## config.mk

```make
export PLATFORM = sky130hd
export DESIGN_NAME = unary_acc_border_flat
export DESIGN_NICKNAME = d
export VERILOG_FILES = /design/src/rtl/unary_acc_border_if.sv /design/src/rtl/unary_acc_border.sv /design/src/flat_wrapper.sv
export SDC_FILE = /design/constraint.sdc
export NUM_CORES = 1
export LEC_CHECK = 0
export ABC_AREA = 1
export CORE_MARGIN = 8
export CORE_UTILIZATION = 37
export DETAILED_ROUTE_END_ITERATION = 6
export SYNTH_ARGS = -nofsm -noshare
export SYNTH_HDL_FRONTEND = slang
export SYNTH_SLANG_ARGS = --single-unit
```

## constraint.sdc

```tcl
create_clock -name clk -period 2.1 [get_ports clk]
set_input_delay 0.63 -clock clk [delete_from_list [all_inputs] [get_ports clk]]
set_output_delay 0.63 -clock clk [all_outputs]
set_load 0.02 [all_outputs]
```

## src/rtl/unary_acc_border_if.sv

```systemverilog
// unary_acc_border_if: control, data and result handshake between the column
// driver (master) and the border accumulator (slave). ACCW must match the
// accumulator width of the unary_acc_border instance it connects to.
interface unary_acc_border_if #(
    parameter int ACCW = 16
);
    logic            init;
    logic            clr;
    logic [ACCW-1:0] i_psum;
    logic            i_bit;
    logic            i_sign;
    logic            i_ready;
    logic [ACCW-1:0] o_sum;
    logic            o_valid;
    logic            o_busy;

    modport master (
        output init, clr, i_psum, i_bit, i_sign, i_ready,
        input  o_sum, o_valid, o_busy
    );

    modport slave (
        input  init, clr, i_psum, i_bit, i_sign, i_ready,
        output o_sum, o_valid, o_busy
    );
endinterface

```

## src/rtl/unary_acc_border.sv

```systemverilog
// unary_acc_border: counts a unary product bitstream over a 2^(WIDTH-1) cycle
// window into a signed accumulator preloaded with a partial sum, then offers
// the result on a valid/ready handshake.
// Optional macro SATURATE_EN: clamp the accumulator at the signed limits
// (sticky until the next load) instead of wrapping modulo 2^ACCW.
module unary_acc_border #(
    parameter int WIDTH = 8,
    parameter int ACCW  = 16
) (
    input  logic                  clk,
    input  logic                  rst,
    unary_acc_border_if.slave     bus
);
    localparam int WB = WIDTH - 1;

    typedef enum logic [1:0] {IDLE, ACCUM, DONE} state_t;

    state_t          state_q, state_d;
    logic [WB-1:0]   wcnt_q, wcnt_d;
    logic [ACCW-1:0] acc_q, acc_d, acc_step;
    logic [ACCW-1:0] sum_q, sum_d;
    logic            valid_q, valid_d;
    logic            busy_q;
    logic            inc, dec;

`ifdef SATURATE_EN
    localparam logic [ACCW-1:0] ACC_MAX = {1'b0, {(ACCW-1){1'b1}}};
    localparam logic [ACCW-1:0] ACC_MIN = {1'b1, {(ACCW-1){1'b0}}};
    logic sat_q, sat_d, sat_step;
`endif

    assign inc = bus.i_bit & ~bus.i_sign;
    assign dec = bus.i_bit &  bus.i_sign;

    // Next accumulator value for this cycle's product bit.
    always_comb begin
        acc_step = acc_q;
`ifdef SATURATE_EN
        sat_step = sat_q;
        if (!sat_q) begin
            if (inc) begin
                if (acc_q == ACC_MAX) sat_step = 1'b1;
                else                  acc_step = acc_q + 1'b1;
            end else if (dec) begin
                if (acc_q == ACC_MIN) sat_step = 1'b1;
                else                  acc_step = acc_q - 1'b1;
            end
        end
`else
        if (inc)      acc_step = acc_q + 1'b1;
        else if (dec) acc_step = acc_q - 1'b1;
`endif
    end

    // FSM next state and datapath updates; clr beats init beats normal flow.
    always_comb begin
        state_d = state_q;
        wcnt_d  = wcnt_q;
        acc_d   = acc_q;
        sum_d   = sum_q;
        valid_d = valid_q;
`ifdef SATURATE_EN
        sat_d   = sat_q;
`endif
        if (bus.clr) begin
            state_d = IDLE;
            wcnt_d  = '0;
            acc_d   = '0;
            sum_d   = '0;
            valid_d = 1'b0;
`ifdef SATURATE_EN
            sat_d   = 1'b0;
`endif
        end else begin
            case (state_q)
                IDLE: begin
                    if (bus.init) begin
                        state_d = ACCUM;
                        wcnt_d  = '0;
                        acc_d   = bus.i_psum;
`ifdef SATURATE_EN
                        sat_d   = 1'b0;
`endif
                    end
                end
                ACCUM: begin
                    if (bus.init) begin
                        // restart: bits counted so far are dropped
                        wcnt_d  = '0;
                        acc_d   = bus.i_psum;
`ifdef SATURATE_EN
                        sat_d   = 1'b0;
`endif
                    end else begin
                        acc_d  = acc_step;
`ifdef SATURATE_EN
                        sat_d  = sat_step;
`endif
                        wcnt_d = wcnt_q + 1'b1;
                        if (&wcnt_q) begin
                            state_d = DONE;
                            sum_d   = acc_step;
                            valid_d = 1'b1;
                        end
                    end
                end
                DONE: begin
                    // result is held until consumed; init only counts with i_ready
                    if (bus.i_ready) begin
                        valid_d = 1'b0;
                        if (bus.init) begin
                            state_d = ACCUM;
                            wcnt_d  = '0;
                            acc_d   = bus.i_psum;
`ifdef SATURATE_EN
                            sat_d   = 1'b0;
`endif
                        end else begin
                            state_d = IDLE;
                        end
                    end
                end
                default: state_d = IDLE;
            endcase
        end
    end

    // State, datapath and registered outputs.
    always_ff @(posedge clk) begin
        if (rst) begin
            state_q <= IDLE;
            wcnt_q  <= '0;
            acc_q   <= '0;
            sum_q   <= '0;
            valid_q <= 1'b0;
            busy_q  <= 1'b0;
`ifdef SATURATE_EN
            sat_q   <= 1'b0;
`endif
        end else begin
            state_q <= state_d;
            wcnt_q  <= wcnt_d;
            acc_q   <= acc_d;
            sum_q   <= sum_d;
            valid_q <= valid_d;
            busy_q  <= (state_d == ACCUM);
`ifdef SATURATE_EN
            sat_q   <= sat_d;
`endif
        end
    end

    assign bus.o_sum   = sum_q;
    assign bus.o_valid = valid_q;
    assign bus.o_busy  = busy_q;
endmodule

```

## src/flat_wrapper.sv

```systemverilog
// flat-port wrapper written by rule: the top's interface ports become plain ports
module unary_acc_border_flat 
#(
    parameter int WIDTH = 8,
    parameter int ACCW  = 16
)
  (clk, rst, bus_init, bus_clr, bus_i_psum, bus_i_bit, bus_i_sign, bus_i_ready, bus_o_sum, bus_o_valid, bus_o_busy);
  unary_acc_border_if #(.ACCW(ACCW)) bus_i ();
  input  logic clk;
  input  logic rst;
  input wire logic [$bits(bus_i.init)-1:0] bus_init;
  input wire logic [$bits(bus_i.clr)-1:0] bus_clr;
  input wire logic [$bits(bus_i.i_psum)-1:0] bus_i_psum;
  input wire logic [$bits(bus_i.i_bit)-1:0] bus_i_bit;
  input wire logic [$bits(bus_i.i_sign)-1:0] bus_i_sign;
  input wire logic [$bits(bus_i.i_ready)-1:0] bus_i_ready;
  output wire logic [$bits(bus_i.o_sum)-1:0] bus_o_sum;
  output wire logic [$bits(bus_i.o_valid)-1:0] bus_o_valid;
  output wire logic [$bits(bus_i.o_busy)-1:0] bus_o_busy;
  assign bus_i.init = bus_init;
  assign bus_i.clr = bus_clr;
  assign bus_i.i_psum = bus_i_psum;
  assign bus_i.i_bit = bus_i_bit;
  assign bus_i.i_sign = bus_i_sign;
  assign bus_i.i_ready = bus_i_ready;
  assign bus_o_sum = bus_i.o_sum;
  assign bus_o_valid = bus_i.o_valid;
  assign bus_o_busy = bus_i.o_busy;
  unary_acc_border #(.WIDTH(WIDTH), .ACCW(ACCW)) u_core (.clk(clk), .rst(rst), .bus(bus_i));
endmodule
```

Word level (Yosys, flattened, before mapping)
Cells that the tools add are included.
Word-level totals
  register bits after elaboration: 43
  bits of input ports: 23
  output and inout port bits: 18
  logic and storage cells: 48
Cells by class
  add/sub/neg operators: 3
  equality and inequality tests: 6
  multiplexer cells: 21
  bitwise operators: 4
  reduce and logical (&&, ||, !) cells: 8
Operators with widths (number)
  $mux W16: 5
  $pmux W16 S3: 1
  $mux W7: 3
  $pmux W7 S3: 1
  $add A16 B1 Y16 const B: 1
  $sub A16 B1 Y16 const B: 1
  $mux W2: 5
  $reduce_and A9 Y1: 1
  $add A7 B1 Y7 const B: 1
  $reduce_and A7 Y1: 1
  $pmux W2 S3: 1
  $eq A2 B1 Y1 const B: 2
  $mux W1: 4
  $ne A2 B2 Y1 const B: 2
  $reduce_and A4 Y1: 1
  $reduce_bool A3 Y1: 1
  $and A1 B1 Y1: 2
  $eq A2 B2 Y1 const B: 1
  $logic_not A2 Y1: 1
  $ne A2 B1 Y1 const B: 1
  $not A1 Y1: 2
  $pmux W1 S2: 1
  $reduce_and A2 Y1: 1
  $reduce_bool A2 Y1: 1
  $reduce_or A2 Y1: 1

Longest topological paths before layout
  word-level depth: 6
  gate-level depth with buffers: 12
  mapped depth without buffers: 12

Worst setup path before layout
OpenSTA, ideal clock, no wires.
  path type: in2reg
  start: input bus_i_ready
  end: register u_core.wcnt_q[5]
  library setup time: 115 ps
  data arrival time: 1543 ps
  data required time: 1985 ps
  setup slack: 443 ps
  cell stages on the path: 8
  path buffers: 0
  cells stage by stage: inv_1 -> nand2_1 -> nand3_1 -> nand2_4 -> inv_2 -> o21ai_0 -> a21oi_1 -> o21a_1
Between the ends
  cells in the longest elaborated chain, start to end: 2
Ends and longest elaborated chain
  start, declared: RTL line flat_wrapper.sv:16  | input wire logic [$bits(bus_i.i_ready)-1:0] bus_i_ready;
  $ne A2 B2 Y1 (no line)
  $reduce_and A2 Y1 (no line)
  end signal, assigned: RTL line unary_acc_border.sv:142  | wcnt_q <= wcnt_d;
  end, declared: RTL line unary_acc_border.sv:19  | logic [WB-1:0] wcnt_q, wcnt_d;
Every way passes these cells.
A chain may end at the register's enable or synchronous reset.

Final worst setup path
  start: input bus_i_bit
  end: register u_core.acc_q[13]
Between the ends
  cells in the longest elaborated chain, start to end: 5
  elaborated cells on any way between the ends: 6
  classes of those cells: 4 x mux; 2 x bitwise
Ends and longest elaborated chain
  start, declared: RTL line flat_wrapper.sv:14  | input wire logic [$bits(bus_i.i_bit)-1:0] bus_i_bit;
  $and A1 B1 Y1: RTL line unary_acc_border.sv:33  | assign dec = bus.i_bit & bus.i_sign;
  $mux W16: RTL line unary_acc_border.sv:51  | else if (dec) acc_step = acc_q - 1'b1;
  $mux W16 *: RTL line unary_acc_border.sv:50  | if (inc) acc_step = acc_q + 1'b1;
  $mux W16 *: RTL line unary_acc_border.sv:87  | if (bus.init) begin
  $pmux W16 S3 *: RTL line unary_acc_border.sv:75  | case (state_q)
  end signal, assigned: RTL line unary_acc_border.sv:133  | acc_q <= '0;
  end signal, assigned: RTL line unary_acc_border.sv:143  | acc_q <= acc_d;
  end, declared: RTL line unary_acc_border.sv:20  | logic [ACCW-1:0] acc_q, acc_d, acc_step;
Mark *: on every way between the ends. The rest lies on a longest branch, timed or not.

==> results.txt <==
Cell variety after synth = 41
Pre-CTS setup slack = -0.140 ns
Die area = 0.00962 sq mm
Vias post-DR = 2545
Reg-to-Reg End = u_core.bus.o_sum[10]$_SDFFE_PP0P_
Setup ws final = 0.162 ns
Max-Cap Viols = 0
Longest Clk Path Bufs = 2
Clk_lat worst skew = 0.31 ns
Fin cells = 516
Placer Congestion = 0.876
Most common cell in the synthesized netlist = nand2_1
Worst path bufs/invs = 2
Filler Cell Count = 714
Critical R2R Launch = u_core.acc_q[0]$_SDFFE_PP0P_
Slew @ Worst Pin = 0.347 ns
Initial Utilization = 37.5%
Total CTS buffers = 5
Worst Setup Start Kind = input pin
Post-synthesis register bit count = 43
Dpl hpwl = 5400 um
Area of the multi-input gates = 0.00138 sq mm
Leakage = 1.32 nW
Clock slew at reported path FFs = 0.09 ns
DRC = 0
CP required = 2.29 ns
Crit path to = u_core.acc_q[13]$_SDFFE_PP0P_
Reg area = 861 sq um
Iter 0 DRT Violations = 119
Chip width = 98.1 um
Final setup vio count = 0
Status = complete, no violations
Nets = 461
Synth Instances = 372
Share of layout cells above drive strength 1 = 12.2%
CP startpoint = bus_i_bit
CP arrival = 2.13 ns
Setup CP Type = in -> reg
Initial antenna violation count = 0
Seq/Total Area, Yosys = 34.5%
Postcts setup bufs = 0
CTS Sinks = 43
Final Skew = 0.0108 ns
Routed len/inst = 13.5 um
Syn. warnings = 0
Hold Violations, Final = 0
Crit end category = flip-flop
Top cells by area, synth = dfxtp_1 35%, nand2_1 13%, nand3_1 7.4%
Total gr overflow = 0
Largest net degree at the start of global routing = 32
Reg2reg setup slack = 0.27 ns
Asr flop ratio synth = 0%
H-tree depth = 2
Gr usage total = 15.1%
Avg Inst Size Synth = 6.70 sq um
Detailed Route WL = 6950 um
Fmax = 516 MHz
CTS tree = done
Max-slew headroom = 76.8%
Syn Std Cell Area = 0.00249 sq mm
RSZ-0062 raised after global routing = false
Placed insts = 508
Slowest Stage Delay on Critical Path = 0.56 ns
Core area = 0.00664 sq mm
IO Port Bufs = 40
First-pass GRT wire length = 12000 um
Hold Crit Class = reg -> reg
Clk root buf = clkbuf_8
Boundary Pins = 41
Synth area leader = dfxtp_1
Post-CTS Hold Fix Bufs = 0
Synth top area share = 34.5%
Period utilisation layout = 92.3%
Inserted Diodes = 0
Primary FF master, synth = dfxtp_1
Routed Antenna Nets = 0
Peak VDD IR = 0.240 mV
Syn nets = 398
Top post-synthesis cells by count = 88 x nand2_1, 47 x inv_1, 43 x dfxtp_1
Via density = 4.93
Slew Viols, Final = 0
Worst r2r path cells = 10
Crit Path Max Fanout = 7
PwrDens = 528 mW/mm^2
Min Tclk post-route = 1.94 ns
CP cell instances = clkdlybuf4s50_1, nand2_2, buf_4, nor4_1, nand2_1, o21ai_0, nand2_1, nand3_1, a21oi_1
Die H = 98.1 um
CP most frequent cell = nand2_1
Stages on the worst setup path = 9
First-pass iteration count of the detailed router = 4
Vias in the first global route = 2582
Worst path top cell family by delay = buffers and inverters
P&R area growth vs syn = 30.0%
Resize count post-CTS = 0
Slowest CP cell = clkdlybuf4s50_1
Row Count = 30
EDFF count, synth = 0
per-stage QoR:
stage	instance area (sq um)	setup TNS [ns]	hold WS, ns	utilization, %	total power [mW]
floorplan	2490	0	0.448	-	1.04
global placement	3150	-1.18	0.450	47.4	1.18
detailed placement	3150	-2.21	0.454	47.4	1.18
CTS	3240	0	0.467	48.7	1.73
global route	3240	0	0.488	48.8	1.81
finish	3240	0	0.463	48.8	1.71
state kept, by name, summed over array words and instances (netlist names):
| register | count |
|---|---|
| u_core.bus.o_sum | 16 |
| u_core.acc_q | 16 |
| u_core.bus.o_busy | 1 |
| u_core.wcnt_q | 7 |
| u_core.state_q | 2 |
| u_core.bus.o_valid | 1 |
routing by layer:
layer	routed length [um]	GRT usage [%]
met1	3340	18.3
met2	3210	25.9
met3	309	3.49
met4	89	4.44
met5	0	0
worst min-delay path by stage:
stage                                       from                                end  slack (ns)  cells after the start
3_3_place_gp    u_core.bus.o_sum[0]$_SDFFE_PP0P_   u_core.bus.o_sum[0]$_SDFFE_PP0P_        0.45                      2
4_1_cts        u_core.bus.o_sum[12]$_SDFFE_PP0P_  u_core.bus.o_sum[12]$_SDFFE_PP0P_        0.47                      2
2_1_floorplan      u_core.wcnt_q[0]$_SDFFE_PP0P_      u_core.wcnt_q[0]$_SDFFE_PP0P_        0.45                      1
6_report        u_core.bus.o_sum[0]$_SDFFE_PP0P_   u_core.bus.o_sum[0]$_SDFFE_PP0P_        0.46                      2
5_1_grt         u_core.bus.o_sum[8]$_SDFFE_PP0P_   u_core.bus.o_sum[8]$_SDFFE_PP0P_        0.49                      2
3_5_place_dp    u_core.bus.o_sum[0]$_SDFFE_PP0P_   u_core.bus.o_sum[0]$_SDFFE_PP0P_        0.45                      2
layout make-up:
| type | count | share of cell area (%) |
|---|---|---|
| inverters | 50 | 5.87 |
| repair buffers | 66 | 19.2 |
| clock inverters | 3 | 0.618 |
| clock buffers | 5 | 2.12 |
| well taps | 80 | 3.09 |
| flip-flops and latches | 43 | 26.6 |
| multi-input cells | 269 | 42.6 |
logic make-up (layout without fill, tap and decap cells):
kind of cell	Yosys count	count (layout)	share of synthesized area [%]
buffers and inverters	60	124	10.3
xor gates and xnor gates	5	5	1.76
and+or+nand+nor	184	184	34.4
adders and majority gates	3	3	1.51
DFF	43	43	34.5
AOI/OAI and AO/OA	77	77	17.5
where the power goes:
group	internal (mW)	switching, mW	total [mW]	leakage, nW
Sequential	0.829	0.0157	0.845	0.348
Combinational	0.144	0.178	0.321	0.927
Clock	0.232	0.313	0.545	0.0402
Total	1.20	0.507	1.71	1.32
cell usage in the layout (no fill, tap or decap), types with 2 or more instances in the layout:
| master | count |
|---|---|
| nand2_1 | 88 |
| clkbuf_8 | 5 |
| o22ai_1 | 2 |
| ha_1 | 3 |
| nand4_1 | 5 |
| xor2_1 | 4 |
| clkinvlp_4 | 2 |
| nor3b_1 | 2 |
| dfxtp_1 | 43 |
| inv_1 | 47 |
| nor3_1 | 7 |
| a21oi_1 | 35 |
| o21a_1 | 3 |
| a31oi_1 | 3 |
| buf_12 | 2 |
| nand2_4 | 2 |
| inv_2 | 2 |
| clkdlybuf4s50_1 | 40 |
| o21ai_0 | 24 |
| nor3_2 | 4 |
| nor2_4 | 2 |
| o21ai_1 | 3 |
| nand3_1 | 37 |
| nand2_2 | 2 |
| nor2_1 | 28 |
| buf_4 | 24 |
worst min-delay path, delay by kind of cell, from the launching register on:
kind / cells / cell delay, ns
flip-flops: 1 / 0.32
AND/OR/NAND/NOR: 1 / 0.06
AO/OA/AOI/OAI: 1 / 0.05
Note: power is estimated with default switching activity, not from simulation.
